File: src/rtl/image_ctrl_pkg.sv
// Shared definitions for the image controller DRAM path: read-master FSM states,
// AXI encodings and the 4 KB burst-split helper.
package image_ctrl_pkg;

  typedef enum logic [1:0] {StIdle, StAddr, StData} rd_state_e;

  localparam logic [1:0] AXI_BURST_INCR      = 2'b01;
  localparam logic [1:0] AXI_RESP_OKAY       = 2'b00;
  localparam logic [3:0] AXI_ARCACHE_DEFAULT = 4'b0011;
  localparam logic [2:0] AXI_ARSIZE_16B      = 3'd4;
  localparam int unsigned BOUNDARY_BEATS     = 256;

  // Works in "minus one" form so arlen = min(remaining, to_boundary) - 1 fits in 8 bits.
  function automatic logic [7:0] calc_arlen(input logic [7:0] beat_off,
                                            input logic [7:0] rem_m1);
    logic [7:0] to_bnd_m1;
    to_bnd_m1 = 8'(BOUNDARY_BEATS - 1) - beat_off;
    return (rem_m1 < to_bnd_m1) ? rem_m1 : to_bnd_m1;
  endfunction

endpackage

File: src/rtl/dram_read_master_if.sv
// Bundles the pixel-pipeline read-request port and the AXI4 read channels of
// dram_read_master; master is the DUT view, slave the requester/interconnect view.
interface dram_read_master_if #(
  parameter int unsigned DRAM_ADDR_WIDTH = 39,
  parameter int unsigned DRAM_DATA_WIDTH = 128,
  parameter int unsigned AXI_ID_WIDTH    = 16
);

  logic [DRAM_ADDR_WIDTH-1:0] dram_read_addr;
  logic [7:0]                 dram_read_len;
  logic                       dram_read_en;
  logic                       dram_buffer_full;
  logic [DRAM_DATA_WIDTH-1:0] dram_read_data;
  logic                       dram_read_data_valid;
  logic                       dram_read_busy;
  logic                       dram_read_error;

  logic [DRAM_ADDR_WIDTH-1:0] m_axi_araddr;
  logic [7:0]                 m_axi_arlen;
  logic [2:0]                 m_axi_arsize;
  logic [1:0]                 m_axi_arburst;
  logic [3:0]                 m_axi_arcache;
  logic [2:0]                 m_axi_arprot;
  logic [AXI_ID_WIDTH-1:0]    m_axi_arid;
  logic                       m_axi_arvalid;
  logic                       m_axi_arready;

  logic [DRAM_DATA_WIDTH-1:0] m_axi_rdata;
  logic [1:0]                 m_axi_rresp;
  logic                       m_axi_rlast;
  logic [AXI_ID_WIDTH-1:0]    m_axi_rid;
  logic                       m_axi_rvalid;
  logic                       m_axi_rready;

  modport master (
    input  dram_read_addr, dram_read_len, dram_read_en, dram_buffer_full,
    output dram_read_data, dram_read_data_valid, dram_read_busy, dram_read_error,
    output m_axi_araddr, m_axi_arlen, m_axi_arsize, m_axi_arburst, m_axi_arcache,
    output m_axi_arprot, m_axi_arid, m_axi_arvalid,
    input  m_axi_arready,
    input  m_axi_rdata, m_axi_rresp, m_axi_rlast, m_axi_rid, m_axi_rvalid,
    output m_axi_rready
  );

  modport slave (
    output dram_read_addr, dram_read_len, dram_read_en, dram_buffer_full,
    input  dram_read_data, dram_read_data_valid, dram_read_busy, dram_read_error,
    input  m_axi_araddr, m_axi_arlen, m_axi_arsize, m_axi_arburst, m_axi_arcache,
    input  m_axi_arprot, m_axi_arid, m_axi_arvalid,
    output m_axi_arready,
    output m_axi_rdata, m_axi_rresp, m_axi_rlast, m_axi_rid, m_axi_rvalid,
    input  m_axi_rready
  );

endinterface

File: src/rtl/dram_read_master.sv
// AXI4 read master: turns one pixel-pipeline read request into one or two INCR
// bursts split at 4 KB, returning beats with consumer backpressure on RREADY.
module dram_read_master
  import image_ctrl_pkg::*;
#(
  parameter int unsigned DRAM_ADDR_WIDTH = 39,
  parameter int unsigned DRAM_DATA_WIDTH = 128,
  parameter int unsigned AXI_ID_WIDTH    = 16
) (
  input logic                m_axi_aclk,
  input logic                m_axi_aresetn,
  dram_read_master_if.master bus
);

  rd_state_e                  r_state;
  logic [DRAM_ADDR_WIDTH-1:0] r_addr;
  logic [DRAM_ADDR_WIDTH-1:0] r_araddr;
  logic [7:0]                 r_rem_m1;
  logic [7:0]                 r_arlen;
  logic [7:0]                 r_beat_cnt;
  logic                       r_arvalid;
  logic                       r_busy;
  logic                       r_error;
  logic                       r_rvalid;
  logic [DRAM_DATA_WIDTH-1:0] r_rdata;

  logic       w_rready;
  logic       w_r_hs;
  logic       w_beat_last;
  logic       w_req_done;
  logic [7:0] w_arlen;
  logic [12:0] w_burst_bytes;
  logic       w_unused;

  assign w_rready      = (r_state == StData) & ~bus.dram_buffer_full;
  assign w_r_hs        = bus.m_axi_rvalid & w_rready;
  assign w_beat_last   = (r_beat_cnt == r_arlen);
  assign w_req_done    = (r_rem_m1 == r_arlen);
  assign w_arlen       = calc_arlen(r_addr[11:4], r_rem_m1);
  assign w_burst_bytes = {({1'b0, r_arlen} + 9'd1), 4'b0000};
  assign w_unused      = ^{bus.m_axi_rid, bus.dram_read_addr[3:0]};

  always_ff @(posedge m_axi_aclk or negedge m_axi_aresetn) begin
    if (!m_axi_aresetn) begin
      r_state    <= StIdle;
      r_addr     <= '0;
      r_araddr   <= '0;
      r_rem_m1   <= '0;
      r_arlen    <= '0;
      r_beat_cnt <= '0;
      r_arvalid  <= 1'b0;
      r_busy     <= 1'b0;
      r_error    <= 1'b0;
      r_rvalid   <= 1'b0;
      r_rdata    <= '0;
    end else begin
      r_rvalid <= 1'b0;
      case (r_state)
        StIdle: begin
          if (bus.dram_read_en) begin
            r_addr   <= {bus.dram_read_addr[DRAM_ADDR_WIDTH-1:4], 4'b0000};
            r_rem_m1 <= bus.dram_read_len;
            r_busy   <= 1'b1;
            r_state  <= StAddr;
          end
        end
        StAddr: begin
          // First cycle in ADDR loads the burst; AR then holds until accepted.
          if (!r_arvalid) begin
            r_arvalid <= 1'b1;
            r_araddr  <= r_addr;
            r_arlen   <= w_arlen;
          end else if (bus.m_axi_arready) begin
            r_arvalid  <= 1'b0;
            r_beat_cnt <= '0;
            r_state    <= StData;
          end
        end
        StData: begin
          if (w_r_hs) begin
            r_rdata  <= bus.m_axi_rdata;
            r_rvalid <= 1'b1;
            if ((bus.m_axi_rresp != AXI_RESP_OKAY) || (bus.m_axi_rlast != w_beat_last)) begin
              r_error <= 1'b1;
            end
            // Burst ends on the counted beat, whatever RLAST says.
            if (w_beat_last) begin
              r_addr   <= r_addr + DRAM_ADDR_WIDTH'(w_burst_bytes);
              r_rem_m1 <= r_rem_m1 - r_arlen - 8'd1;
              if (w_req_done) begin
                r_busy  <= 1'b0;
                r_state <= StIdle;
              end else begin
                r_state <= StAddr;
              end
            end else begin
              r_beat_cnt <= r_beat_cnt + 8'd1;
            end
          end
        end
        default: r_state <= StIdle;
      endcase
    end
  end

  assign bus.m_axi_araddr         = r_araddr;
  assign bus.m_axi_arlen          = r_arlen;
  assign bus.m_axi_arsize         = AXI_ARSIZE_16B;
  assign bus.m_axi_arburst        = AXI_BURST_INCR;
  assign bus.m_axi_arcache        = AXI_ARCACHE_DEFAULT;
  assign bus.m_axi_arprot         = '0;
  assign bus.m_axi_arid           = '0;
  assign bus.m_axi_arvalid        = r_arvalid;
  assign bus.m_axi_rready         = w_rready;
  assign bus.dram_read_data       = r_rdata;
  assign bus.dram_read_data_valid = r_rvalid;
  assign bus.dram_read_busy       = r_busy;
  assign bus.dram_read_error      = r_error;

endmodule

File: src/flat_wrapper.sv
// flat-port wrapper written by rule: the top's interface ports become plain ports
module dram_read_master_flat import image_ctrl_pkg::*;
#(
  parameter int unsigned DRAM_ADDR_WIDTH = 39,
  parameter int unsigned DRAM_DATA_WIDTH = 128,
  parameter int unsigned AXI_ID_WIDTH    = 16
)
  (m_axi_aclk, m_axi_aresetn, bus_dram_read_addr, bus_dram_read_len, bus_dram_read_en, bus_dram_buffer_full, bus_dram_read_data, bus_dram_read_data_valid, bus_dram_read_busy, bus_dram_read_error, bus_m_axi_araddr, bus_m_axi_arlen, bus_m_axi_arsize, bus_m_axi_arburst, bus_m_axi_arcache, bus_m_axi_arprot, bus_m_axi_arid, bus_m_axi_arvalid, bus_m_axi_arready, bus_m_axi_rdata, bus_m_axi_rresp, bus_m_axi_rlast, bus_m_axi_rid, bus_m_axi_rvalid, bus_m_axi_rready);
  dram_read_master_if #(.DRAM_ADDR_WIDTH(DRAM_ADDR_WIDTH), .DRAM_DATA_WIDTH(DRAM_DATA_WIDTH), .AXI_ID_WIDTH(AXI_ID_WIDTH)) bus_i ();
  input logic m_axi_aclk;
  input logic m_axi_aresetn;
  input wire logic [$bits(bus_i.dram_read_addr)-1:0] bus_dram_read_addr;
  input wire logic [$bits(bus_i.dram_read_len)-1:0] bus_dram_read_len;
  input wire logic [$bits(bus_i.dram_read_en)-1:0] bus_dram_read_en;
  input wire logic [$bits(bus_i.dram_buffer_full)-1:0] bus_dram_buffer_full;
  output wire logic [$bits(bus_i.dram_read_data)-1:0] bus_dram_read_data;
  output wire logic [$bits(bus_i.dram_read_data_valid)-1:0] bus_dram_read_data_valid;
  output wire logic [$bits(bus_i.dram_read_busy)-1:0] bus_dram_read_busy;
  output wire logic [$bits(bus_i.dram_read_error)-1:0] bus_dram_read_error;
  output wire logic [$bits(bus_i.m_axi_araddr)-1:0] bus_m_axi_araddr;
  output wire logic [$bits(bus_i.m_axi_arlen)-1:0] bus_m_axi_arlen;
  output wire logic [$bits(bus_i.m_axi_arsize)-1:0] bus_m_axi_arsize;
  output wire logic [$bits(bus_i.m_axi_arburst)-1:0] bus_m_axi_arburst;
  output wire logic [$bits(bus_i.m_axi_arcache)-1:0] bus_m_axi_arcache;
  output wire logic [$bits(bus_i.m_axi_arprot)-1:0] bus_m_axi_arprot;
  output wire logic [$bits(bus_i.m_axi_arid)-1:0] bus_m_axi_arid;
  output wire logic [$bits(bus_i.m_axi_arvalid)-1:0] bus_m_axi_arvalid;
  input wire logic [$bits(bus_i.m_axi_arready)-1:0] bus_m_axi_arready;
  input wire logic [$bits(bus_i.m_axi_rdata)-1:0] bus_m_axi_rdata;
  input wire logic [$bits(bus_i.m_axi_rresp)-1:0] bus_m_axi_rresp;
  input wire logic [$bits(bus_i.m_axi_rlast)-1:0] bus_m_axi_rlast;
  input wire logic [$bits(bus_i.m_axi_rid)-1:0] bus_m_axi_rid;
  input wire logic [$bits(bus_i.m_axi_rvalid)-1:0] bus_m_axi_rvalid;
  output wire logic [$bits(bus_i.m_axi_rready)-1:0] bus_m_axi_rready;
  assign bus_i.dram_read_addr = bus_dram_read_addr;
  assign bus_i.dram_read_len = bus_dram_read_len;
  assign bus_i.dram_read_en = bus_dram_read_en;
  assign bus_i.dram_buffer_full = bus_dram_buffer_full;
  assign bus_dram_read_data = bus_i.dram_read_data;
  assign bus_dram_read_data_valid = bus_i.dram_read_data_valid;
  assign bus_dram_read_busy = bus_i.dram_read_busy;
  assign bus_dram_read_error = bus_i.dram_read_error;
  assign bus_m_axi_araddr = bus_i.m_axi_araddr;
  assign bus_m_axi_arlen = bus_i.m_axi_arlen;
  assign bus_m_axi_arsize = bus_i.m_axi_arsize;
  assign bus_m_axi_arburst = bus_i.m_axi_arburst;
  assign bus_m_axi_arcache = bus_i.m_axi_arcache;
  assign bus_m_axi_arprot = bus_i.m_axi_arprot;
  assign bus_m_axi_arid = bus_i.m_axi_arid;
  assign bus_m_axi_arvalid = bus_i.m_axi_arvalid;
  assign bus_i.m_axi_arready = bus_m_axi_arready;
  assign bus_i.m_axi_rdata = bus_m_axi_rdata;
  assign bus_i.m_axi_rresp = bus_m_axi_rresp;
  assign bus_i.m_axi_rlast = bus_m_axi_rlast;
  assign bus_i.m_axi_rid = bus_m_axi_rid;
  assign bus_i.m_axi_rvalid = bus_m_axi_rvalid;
  assign bus_m_axi_rready = bus_i.m_axi_rready;
  dram_read_master #(.DRAM_ADDR_WIDTH(DRAM_ADDR_WIDTH), .DRAM_DATA_WIDTH(DRAM_DATA_WIDTH), .AXI_ID_WIDTH(AXI_ID_WIDTH)) u_core (.m_axi_aclk(m_axi_aclk), .m_axi_aresetn(m_axi_aresetn), .bus(bus_i));
endmodule
File: config.mk
export PLATFORM = sky130hd
export DESIGN_NAME = dram_read_master_flat
export DESIGN_NICKNAME = d
export VERILOG_FILES = /design/src/rtl/image_ctrl_pkg.sv /design/src/rtl/dram_read_master_if.sv /design/src/rtl/dram_read_master.sv /design/src/flat_wrapper.sv
export SDC_FILE = /design/constraint.sdc
export NUM_CORES = 1
export LEC_CHECK = 0
export ABC_AREA = 1
export BUFFER_PORTS_ARGS = -buffer_cell sky130_fd_sc_hd__buf_2
export CORE_MARGIN = 3
export CORE_UTILIZATION = 30
export DETAILED_ROUTE_END_ITERATION = 10
export PLACE_DENSITY = 0.55
export SLEW_MARGIN = 0
export SYNTH_ARGS = -nofsm -noshare
export SYNTH_HDL_FRONTEND = slang
export SYNTH_SLANG_ARGS = --single-unit
File: constraint.sdc
create_clock -name m_axi_aclk -period 4.4 [get_ports m_axi_aclk]
set_input_delay 0.44 -clock m_axi_aclk [delete_from_list [all_inputs] [get_ports m_axi_aclk]]
set_output_delay 0.44 -clock m_axi_aclk [all_outputs]
set_load 0.02 [all_outputs]
==> results_tabular.tex, run 1 <==
\begin{tabular}{lr}
\hline
Metric & Value \\
\hline
\multicolumn{2}{l}{\textbf{Critical path}} \\
\quad Type of element capturing the critical path & flip-flop \\
\quad Startpoint of the worst-slack reg-to-reg timing path & u\_core.bus.m\_axi\_arlen[0] \\
\quad Cell depth of the worst flop-to-flop path & 15 \\
\quad Crit Path Category & reg2reg \\
\quad Worst setup slack for register-to-register paths & around 1.4 ns \\
\quad Maximum fanout count along the critical path & 7 \\
\quad Worst EP arrival & about 3.4 ns \\
\quad Capturing point of the worst reg2reg path & u\_core.r\_addr[14] \\
\quad Worst path required time & approximately 4.9 ns \\
\quad Startpoint kind of the worst setup timing path & flip-flop \\
\multicolumn{2}{l}{\textbf{STA}} \\
\quad Final worst-path cycle share & 0.6766 \\
\quad Unrepaired setup endpoints after global routing & no \\
\quad Post-route clock skew & about 0.018 ns \\
\quad Slew HR & 0.3505 \\
\quad Count of pins over their slew limit & 0 \\
\quad Actual transition at the worst max-transition pin & roughly 0.97 ns \\
\quad \# setup viols final & 0 \\
\quad Number of failing hold endpoints at the final stage & 0 \\
\quad Final critical-path required period & between 2 and 3 ns \\
\quad Final total negative setup slack & 0 ns \\
\quad Achievable clock frequency & roughly 340 MHz \\
\multicolumn{2}{l}{\textbf{Clock network}} \\
\quad Clock buffer count from CTS & 28 \\
\quad Clock buffer depth & 3 \\
\quad Clock sink count & roughly 230 \\
\quad Resized cells post-CTS & 0 \\
\quad Deepest level of the CTS H-tree & 1 \\
\quad CTS tree & built \\
\quad Clock root buffer & sky130\_fd\_sc\_hd\_\_clkbuf\_16 \\
\quad Buffers inserted during post-CTS setup optimization & 0 \\
\quad Post-CTS clock slew at the launch and capture registers of the worst setup and hold paths & approximately 0.060 ns \\
\quad Count of hold-fix buffers inserted at cts & 1 \\
\quad Worst-skew pair later-pin latency & between 0.5 and 0.6 ns \\
\multicolumn{2}{l}{\textbf{Global routing}} \\
\quad GRT Util Overall & 0.1835 \\
\quad Largest net degree at the start of global routing & 109 \\
\quad First-pass GRT wire length & 61130 um \\
\quad Antenna violations before repair & 3 \\
\quad Number of global-route vias before repair & between 10000 and 15000 \\
\quad Global route total overflow & 0 \\
\multicolumn{2}{l}{\textbf{Route}} \\
\quad Vias/cell & $\sim$4.5 \\
\quad Number of antenna-violating nets in the routed design & 0 \\
\quad \# DRC & 0 \\
\quad Final routed wire length divided by cell count & $\sim$16 um \\
\quad Number of iterations in the first detailed-routing pass & 6 \\
\quad Sum of routed wire length over all layers & around 39000 um \\
\quad DRT iter0 DRCs & 647 \\
\quad Total number of vias & about 11000 \\
\multicolumn{2}{l}{\textbf{Run}} \\
\quad Total of max-cap violations & 0 \\
\multicolumn{2}{l}{\textbf{Floorplanning}} \\
\quad Area of the core region & 38110 um\^{}2 \\
\quad Area enclosed by the die boundary & between 40000 and 50000 um\^{}2 \\
\quad Die boundary height & between 200 and 250 um \\
\quad \# rows & just over 70 \\
\quad Floorplan die width & just over 200 um \\
\quad Io pins & $\sim$410 \\
\quad Initial Util & 0.3078 \\
\multicolumn{2}{l}{\textbf{Yosys}} \\
\quad Cell variety after synth & 34 \\
\quad Average footprint of a synthesized cell & about 7.3 um\^{}2 \\
\quad Fraction of synthesized cell area taken by the top area cell type & 0.4865 \\
\quad Cells after synthesis & between 1500 and 2000 \\
\quad Post-synthesis cell type with the largest combined area & sky130\_fd\_sc\_hd\_\_dfrtp\_1 \\
\quad Share of synthesized registers carrying an async set or reset & 1.000 \\
\quad Sequential-to-total area share from yosys stat & 0.4865 \\
\quad Dominant cells by area after synthesis & sky130\_fd\_sc\_hd\_\_dfrtp\_1 (49\%), sky130\_fd\_sc\_hd\_\_nand2\_1 (26\%), sky130\_fd\_sc\_hd\_\_nand3\_1 (3.7\%) \\
\quad Netlist area before placement & between 10000 and 15000 um\^{}2 \\
\quad Flops \& latches, synth & around 230 \\
\quad Main flop type after synthesis & sky130\_fd\_sc\_hd\_\_dfrtp\_1 \\
\quad Count of flip-flops with a built-in enable after synthesis & 0 \\
\quad Number of warnings printed during yosys synthesis & 0 \\
\multicolumn{2}{l}{\textbf{Placement}} \\
\quad Dpl cells & about 2400 \\
\quad Count of buffers inserted at the top-level ports & about 360 \\
\quad Placed Area & between 10000 and 15000 um\^{}2 \\
\quad Last weighted congestion value of the routability-driven placer & between 0.9 and 1 \\
\quad Detailed placement HPWL & slightly below 30000 um \\
\multicolumn{2}{l}{\textbf{Run status}} \\
\quad Status & finished clean \\
\multicolumn{2}{l}{\textbf{Finish}} \\
\quad Ratio of cells with drive above 1 in the final layout & 0.2205 \\
\quad Commonest cells after routing, fill and taps aside & sky130\_fd\_sc\_hd\_\_nand2\_1 (808), sky130\_fd\_sc\_hd\_\_buf\_2 (354), sky130\_fd\_sc\_hd\_\_dfrtp\_1 (228) \\
\quad Most common cell after layout, fill and taps aside & sky130\_fd\_sc\_hd\_\_nand2\_1 \\
\quad Diode count & 0 \\
\quad Count of placed standard cells in the final layout, fillers left out & $\sim$2500 \\
\quad Signed area change from the synthesized netlist to the final layout & 26.95\% \\
\quad Non-Filler Cell Area, Final & $\sim$15000 um\^{}2 \\
\quad Final net count & between 2000 and 2500 \\
\multicolumn{2}{l}{\textbf{Pwr}} \\
\quad Worst supply voltage drop on vdd & roughly 420 uV \\
\quad Areal power density over the cells & approximately 680 nW/um\^{}2 \\
\quad Cell leakage power & 8.437 nW \\
\multicolumn{2}{l}{\textbf{Hold path}} \\
\quad Worst hold path cell count & 3 \\
\quad Worst Min Path Start & bus\_m\_axi\_rdata[47] \\
\quad Type of the worst min-delay path & in2reg \\
\quad Worst hold path endpoint & u\_core.bus.dram\_read\_data[47] \\
\hline
\end{tabular}
[cell families (layout without fill, tap and decap cells)]
kind of cell             Yosys count  after routing  share of synthesized area
other                              2             32                  0.0006403
flip-flops                       228            228                     0.4865
AO/OA/AOI/OAI                     85             85                    0.03798
XOR/XNOR                          16             16                    0.01195
adder cells (fa/ha/maj)           27             27                    0.03008
buffers and inverters            195            523                    0.07787
AND/OR/NAND/NOR                 1048           1048                     0.3550
[power by group]
group	switching, mW	internal (mW)
registers	0.648	2.91
logic	2.80	1.36
clock network	0.953	1.53
total	4.40	5.79
[metrics by stage]
| step | hold WS [ns] | power (mW) | util | setup WS, ns |
|---|---|---|---|---|
| after detailed placement | 0.4594 | 7.749 | 0.3641 | 1.455 |
| final | 0.07015 | 10.19 | 0.3907 | 1.423 |
| after CTS | 0.02861 | 10.33 | 0.3907 | 1.424 |
| after floorplan | 0.1444 | 6.227 | - | 1.926 |
| after global placement | 0.4572 | 7.708 | 0.3641 | 1.479 |
| after global routing | 0.04900 | 10.97 | 0.3907 | 1.094 |
[cell usage after synthesis, types with 3 or more instances]
| cell | count |
|---|---|
| sky130_fd_sc_hd__ha_1 | 25 |
| sky130_fd_sc_hd__xnor2_1 | 7 |
| sky130_fd_sc_hd__nor3_1 | 13 |
| sky130_fd_sc_hd__o22ai_1 | 8 |
| sky130_fd_sc_hd__inv_1 | 102 |
| sky130_fd_sc_hd__o21ai_0 | 56 |
| sky130_fd_sc_hd__xor2_1 | 9 |
| sky130_fd_sc_hd__buf_2 | 34 |
| sky130_fd_sc_hd__nand3_1 | 86 |
| sky130_fd_sc_hd__clkbuf_1 | 17 |
| sky130_fd_sc_hd__buf_4 | 33 |
| sky130_fd_sc_hd__buf_1 | 3 |
| sky130_fd_sc_hd__inv_2 | 4 |
| sky130_fd_sc_hd__a21oi_1 | 16 |
| sky130_fd_sc_hd__nor2_1 | 107 |
| sky130_fd_sc_hd__nand2_1 | 809 |
| sky130_fd_sc_hd__dfrtp_1 | 228 |
| sky130_fd_sc_hd__nand4_1 | 16 |
| sky130_fd_sc_hd__or2_2 | 7 |
[registers in the layout (all words and copies together) (netlist names)]
| signal | count |
|---|---|
| u_core.bus.dram_read_data | 128 |
| u_core.r_state | 2 |
| u_core.bus.dram_read_error | 1 |
| u_core.r_beat_cnt | 8 |
| u_core.r_rem_m1 | 8 |
| u_core.bus.m_axi_arvalid | 1 |
| u_core.r_addr | 35 |
| u_core.bus.m_axi_arlen | 8 |
| u_core.bus.dram_read_busy | 1 |
| u_core.bus.m_axi_araddr | 35 |
| u_core.bus.dram_read_data_valid | 1 |
[worst max path at each step]
stage,depth (start not counted),to,slack (ns),startpoint
final,15,u_core.r_addr[14],1.42,u_core.bus.m_axi_arlen[0]
after floorplan,18,u_core.r_addr[33],1.93,u_core.bus.m_axi_arlen[1]
after detailed placement,15,u_core.r_addr[14],1.45,u_core.bus.m_axi_arlen[0]
after CTS,15,u_core.r_addr[14],1.42,u_core.bus.m_axi_arlen[0]
after global routing,17,u_core.r_addr[25],1.09,u_core.bus.m_axi_arlen[0]
after global placement,8,u_core.r_addr[9],1.48,u_core.r_state[0]
[metal layers]
layer,part of all wire,wire [um],GRT usage
met1,0.43,16920,0.2406
met2,0.47,18550,0.3069
met3,0.070,2745,0.04485
met4,0.025,962,0.04376
met5,0.00069,27,0
[cell type report]
type,count,area (um^2)
Clock buffer,41,859.6
Clock inverter,10,145.1
Fill cell,4018,23220
Inverter,106,400.4
Multi-Input combinational cell,1208,5230
Sequential cell,228,5705
Tap cell,511,639.4
Timing Repair Buffer,366,1909
[critical path: stages (launching register included)]
cell	delay [ns]
sky130_fd_sc_hd__dfrtp_1	0.54
sky130_fd_sc_hd__ha_1	0.23
sky130_fd_sc_hd__nand2_1	0.08
sky130_fd_sc_hd__inv_1	0.09
sky130_fd_sc_hd__nand4_1	0.12
sky130_fd_sc_hd__nor3_1	0.26
sky130_fd_sc_hd__ha_1	0.34
sky130_fd_sc_hd__nand2_1	0.17
sky130_fd_sc_hd__inv_1	0.06
sky130_fd_sc_hd__a21oi_1	0.26
sky130_fd_sc_hd__nand3_1	0.31
sky130_fd_sc_hd__nand2_1	0.15
sky130_fd_sc_hd__nand3_1	0.07
sky130_fd_sc_hd__nand2_1	0.08
sky130_fd_sc_hd__nand2_1	0.04
sky130_fd_sc_hd__o21ai_0	0.09
No activity file was read; power rests on OpenSTA's default activity.
==> run 2: changes to the inputs <==
==> constraint.sdc (replaced) <==
create_clock -name m_axi_aclk -period 3 [get_ports m_axi_aclk]
set_input_delay 0.3 -clock m_axi_aclk [delete_from_list [all_inputs] [get_ports m_axi_aclk]]
set_output_delay 0.3 -clock m_axi_aclk [all_outputs]
set_load 0.02 [all_outputs]
==> run 2 against run 1 <==
Effect of this change:
- register-to-register slack worse by 1.1 ns
- non-clock buffer count is 135 higher
- combinational power is 51% higher
- flip-flop and latch count stayed put
- global-route usage is 0.79 points higher
- largest cell class unchanged
==> results_tabular.tex, run 2 (synthesis gave the netlist of run 1 again) <==
\begin{tabular}{lr}
\hline
Metric & Value \\
\hline
\multicolumn{2}{l}{\textbf{STA}} \\
\quad Count of pins over their slew limit & 0 (unchanged) \\
\quad Actual transition at the worst max-transition pin & 0.8562 ns (was 0.9742 ns) \\
\quad \# setup viols final & 0 (unchanged) \\
\quad Final hold slack & 0.008409 ns (was 0.07015 ns) \\
\quad Number of failing hold endpoints at the final stage & 0 (unchanged) \\
\quad Final worst-path cycle share & 0.9047 (was 0.6766) \\
\quad Unrepaired setup endpoints after global routing & no (unchanged) \\
\quad Final total negative setup slack & 0 ns (unchanged) \\
\quad Slew HR & 0.4292 (was 0.3505) \\
\quad Achievable clock frequency & 368.4 MHz (was 335.9 MHz) \\
\quad Final critical-path required period & 2.714 ns (was 2.977 ns) \\
\quad Post-route clock skew & 0.008761 ns (was 0.01817 ns) \\
\multicolumn{2}{l}{\textbf{Clock network}} \\
\quad Post-CTS clock slew at the launch and capture registers of the worst setup and hold paths & 0.06 ns (about the same) \\
\quad CTS tree & built (unchanged) \\
\quad Worst-skew pair later-pin latency & 0.55 ns (was 0.56 ns) \\
\quad Buffers inserted during post-CTS setup optimization & 0 (unchanged) \\
\quad Clock sink count & 228 (unchanged) \\
\quad Clock buffer depth & 3 (unchanged) \\
\quad Clock buffer count from CTS & 27 (was 28) \\
\quad Deepest level of the CTS H-tree & 1 (unchanged) \\
\quad Clock root buffer & sky130\_fd\_sc\_hd\_\_clkbuf\_16 (unchanged) \\
\multicolumn{2}{l}{\textbf{Route}} \\
\quad Sum of routed wire length over all layers & 40740 um (was 39210 um) \\
\quad \# DRC & 0 (unchanged) \\
\quad Number of antenna-violating nets in the routed design & 0 (unchanged) \\
\quad Vias/cell & 4.473 (was 4.482) \\
\quad Total number of vias & 11640 (was 11070) \\
\quad DRT iter0 DRCs & 730 (was 647) \\
\quad Final routed wire length divided by cell count & 15.65 um (was 15.87 um) \\
\quad Number of iterations in the first detailed-routing pass & 5 (was 6) \\
\multicolumn{2}{l}{\textbf{Finish}} \\
\quad Ratio of cells with drive above 1 in the final layout & 0.2109 (was 0.2205) \\
\quad Layout fillers & 3877 (was 4018) \\
\quad Flip-flop count of the largest register after layout & 128 (unchanged) \\
\quad Commonest cells after routing, fill and taps aside & sky130\_fd\_sc\_hd\_\_nand2\_1 (805), sky130\_fd\_sc\_hd\_\_buf\_2 (354), sky130\_fd\_sc\_hd\_\_dfrtp\_1 (226) (was sky130\_fd\_sc\_hd\_\_nand2\_1 (808), sky130\_fd\_sc\_hd\_\_buf\_2 (354), sky130\_fd\_sc\_hd\_\_dfrtp\_1 (228)) \\
\quad Final net count & 2299 (was 2165) \\
\quad Most common cell after layout, fill and taps aside & sky130\_fd\_sc\_hd\_\_nand2\_1 (unchanged) \\
\quad Signed area change from the synthesized netlist to the final layout & 37.16\% (was 26.95\%) \\
\multicolumn{2}{l}{\textbf{Global routing}} \\
\quad GRT Util Overall & 0.1914 (was 0.1835) \\
\quad Global route total overflow & 0 (unchanged) \\
\quad Number of global-route vias before repair & 11690 (was 10940) \\
\quad Largest net degree at the start of global routing & 80 (was 109) \\
\quad First-pass GRT wire length & 64040 um (was 61130 um) \\
\quad Antenna violations before repair & 2 (was 3) \\
\multicolumn{2}{l}{\textbf{Critical path}} \\
\quad Chain of cells forming the critical path & ha\_1, nand2\_1, inv\_1, nand4\_1, xor2\_1, inv\_1, ha\_1, nand2\_1, nor2\_1, nand2\_1, nand2\_1, nand2\_1, nand2\_2, nand2\_1, nand2\_1, nand3\_1, nand2\_1, nand2\_1 (was ha\_1, nand2\_1, inv\_1, nand4\_1, nor3\_1, ha\_1, nand2\_1, inv\_1, a21oi\_1, nand3\_1, nand2\_1, nand3\_1, nand2\_1, nand2\_1, o21ai\_0) \\
\quad Critical path buffer and inverter count & 2 (unchanged) \\
\quad Startpoint kind of the worst setup timing path & flip-flop (unchanged) \\
\quad Crit Path Category & reg2reg (unchanged) \\
\quad Worst setup slack for register-to-register paths & 0.29 ns (was 1.42 ns) \\
\quad Worst path required time & 3.43 ns (was 4.85 ns) \\
\quad Standard cell with the maximum stage delay on the critical path & sky130\_fd\_sc\_hd\_\_dfrtp\_2 (was sky130\_fd\_sc\_hd\_\_dfrtp\_1) \\
\quad Capturing point of the worst reg2reg path & u\_core.r\_addr[32] (was u\_core.r\_addr[14]) \\
\quad Crit-path leading delay family & simple AND/OR/NAND/NOR gates (unchanged) \\
\quad Startpoint of the worst-slack reg-to-reg timing path & u\_core.bus.m\_axi\_arlen[0] (unchanged) \\
\quad Cell depth of the worst flop-to-flop path & 18 (was 15) \\
\quad Delay of the slowest cell on the worst path & 0.46 ns (was 0.54 ns) \\
\quad Worst EP arrival & 3.15 ns (was 3.43 ns) \\
\quad Most numerous cell on the critical path & sky130\_fd\_sc\_hd\_\_nand2\_1 (unchanged) \\
\quad Maximum fanout count along the critical path & 5 (was 7) \\
\quad Type of element capturing the critical path & flip-flop (unchanged) \\
\multicolumn{2}{l}{\textbf{Pwr}} \\
\quad Cell leakage power & 8.931 nW (was 8.437 nW) \\
\quad Worst supply voltage drop on vdd & 584.7 uV (was 423.3 uV) \\
\quad Areal power density over the cells & 918.0 nW/um\^{}2 (was 684.7 nW/um\^{}2) \\
\multicolumn{2}{l}{\textbf{Floorplanning}} \\
\quad Area enclosed by the die boundary & 41500 um\^{}2 (unchanged) \\
\quad Die boundary height & 203.7 um (unchanged) \\
\quad Floorplan die width & 203.7 um (unchanged) \\
\quad Area of the core region & 38110 um\^{}2 (unchanged) \\
\quad Io pins & 408 (unchanged) \\
\quad Initial Util & 0.3078 (unchanged) \\
\quad \# rows & 71 (unchanged) \\
\multicolumn{2}{l}{\textbf{Hold path}} \\
\quad Worst hold path cell count & 3 (unchanged) \\
\quad Worst Min Path Start & bus\_m\_axi\_rdata[41] (was bus\_m\_axi\_rdata[47]) \\
\quad Type of the worst min-delay path & in2reg (unchanged) \\
\quad Worst hold path endpoint & u\_core.bus.dram\_read\_data[41] (was u\_core.bus.dram\_read\_data[47]) \\
\multicolumn{2}{l}{\textbf{Placement}} \\
\quad Count of buffers inserted at the top-level ports & 355 (unchanged) \\
\quad Detailed placement HPWL & 29390 um (was 28910 um) \\
\quad Last weighted congestion value of the routability-driven placer & 0.9194 (was 0.9346) \\
\multicolumn{2}{l}{\textbf{Run status}} \\
\quad Status & finished clean (unchanged) \\
\multicolumn{2}{l}{\textbf{Run}} \\
\quad Total of max-cap violations & 0 (unchanged) \\
\hline
\end{tabular}
-- run 2: routing by layer --
layer / global-route usage / vias to the layer above / share of wire
met3: 0.04246 / 76 / 0.067
met4: 0.06662 / 2 / 0.035
li1: - / 5839 / -
met2: 0.3165 / 415 / 0.46
met1: 0.2481 / 5310 / 0.43
met5: 0 / - / 0.00032
-- run 2: repair_timing --
action	4_1_cts	5_1_grt
endpoints found under the setup margin	0	18
hold endpoints to repair	187	0
gates resized for setup	0	6
hold buffers	126	0
-- run 2: layout make-up --
cell class,count,area [um^2],share of cell area
multi-input cells,1208,5243,0.3259
clock inverters,13,132.6,0.008245
clock buffers,35,725.7,0.04511
well taps,511,639.4,0.03974
flip-flops and latches,228,5708,0.3548
repair buffers,501,3236,0.2011
diodes,1,2.502,0.0001556
inverters,106,400.4,0.02489
-- run 2: through the flow --
| step | power (mW) | cells | utilization | instance area [um^2] | worst slack, ns |
|---|---|---|---|---|---|
| after floorplan | 9.133 | 1631 | - | 11840 | 0.5264 |
| after global placement | 11.34 | 2428 | 0.3660 | 13950 | 0.2089 |
| after detailed placement | 11.40 | 2428 | 0.3660 | 13950 | 0.1890 |
| after CTS | 14.89 | 2602 | 0.4216 | 16070 | 0.1758 |
| after global routing | 15.91 | 2603 | 0.4221 | 16090 | 0.004298 |
| final | 14.77 | 2603 | 0.4221 | 16090 | 0.2858 |
-- run 2: power by group --
part	internal (mW)	total (mW)	switching, mW
clock network	1.88	3.24	1.36
registers	4.27	5.25	0.988
logic	2.11	6.27	4.16
total	8.26	14.8	6.51
-- run 2: tightest hold or removal path: stages --
cell,delay [ns]
sky130_fd_sc_hd__buf_2,0.08
sky130_fd_sc_hd__nand2_1,0.07
sky130_fd_sc_hd__nand2_1,0.06
-- run 2: how the worst max path moves through the flow --
stage               slack, ns           endpoint                       from  cells after the start
floorplan                0.53  u_core.r_addr[33]  u_core.bus.m_axi_arlen[1]                     18
global placement         0.21  u_core.r_addr[22]  u_core.bus.m_axi_arlen[0]                     14
detailed placement       0.19  u_core.r_addr[30]  u_core.bus.m_axi_arlen[0]                     14
CTS                      0.18  u_core.r_addr[30]  u_core.bus.m_axi_arlen[0]                     14
global route            0.004  u_core.r_addr[34]  u_core.bus.m_axi_arlen[0]                     18
finish                   0.29  u_core.r_addr[32]  u_core.bus.m_axi_arlen[0]                     18
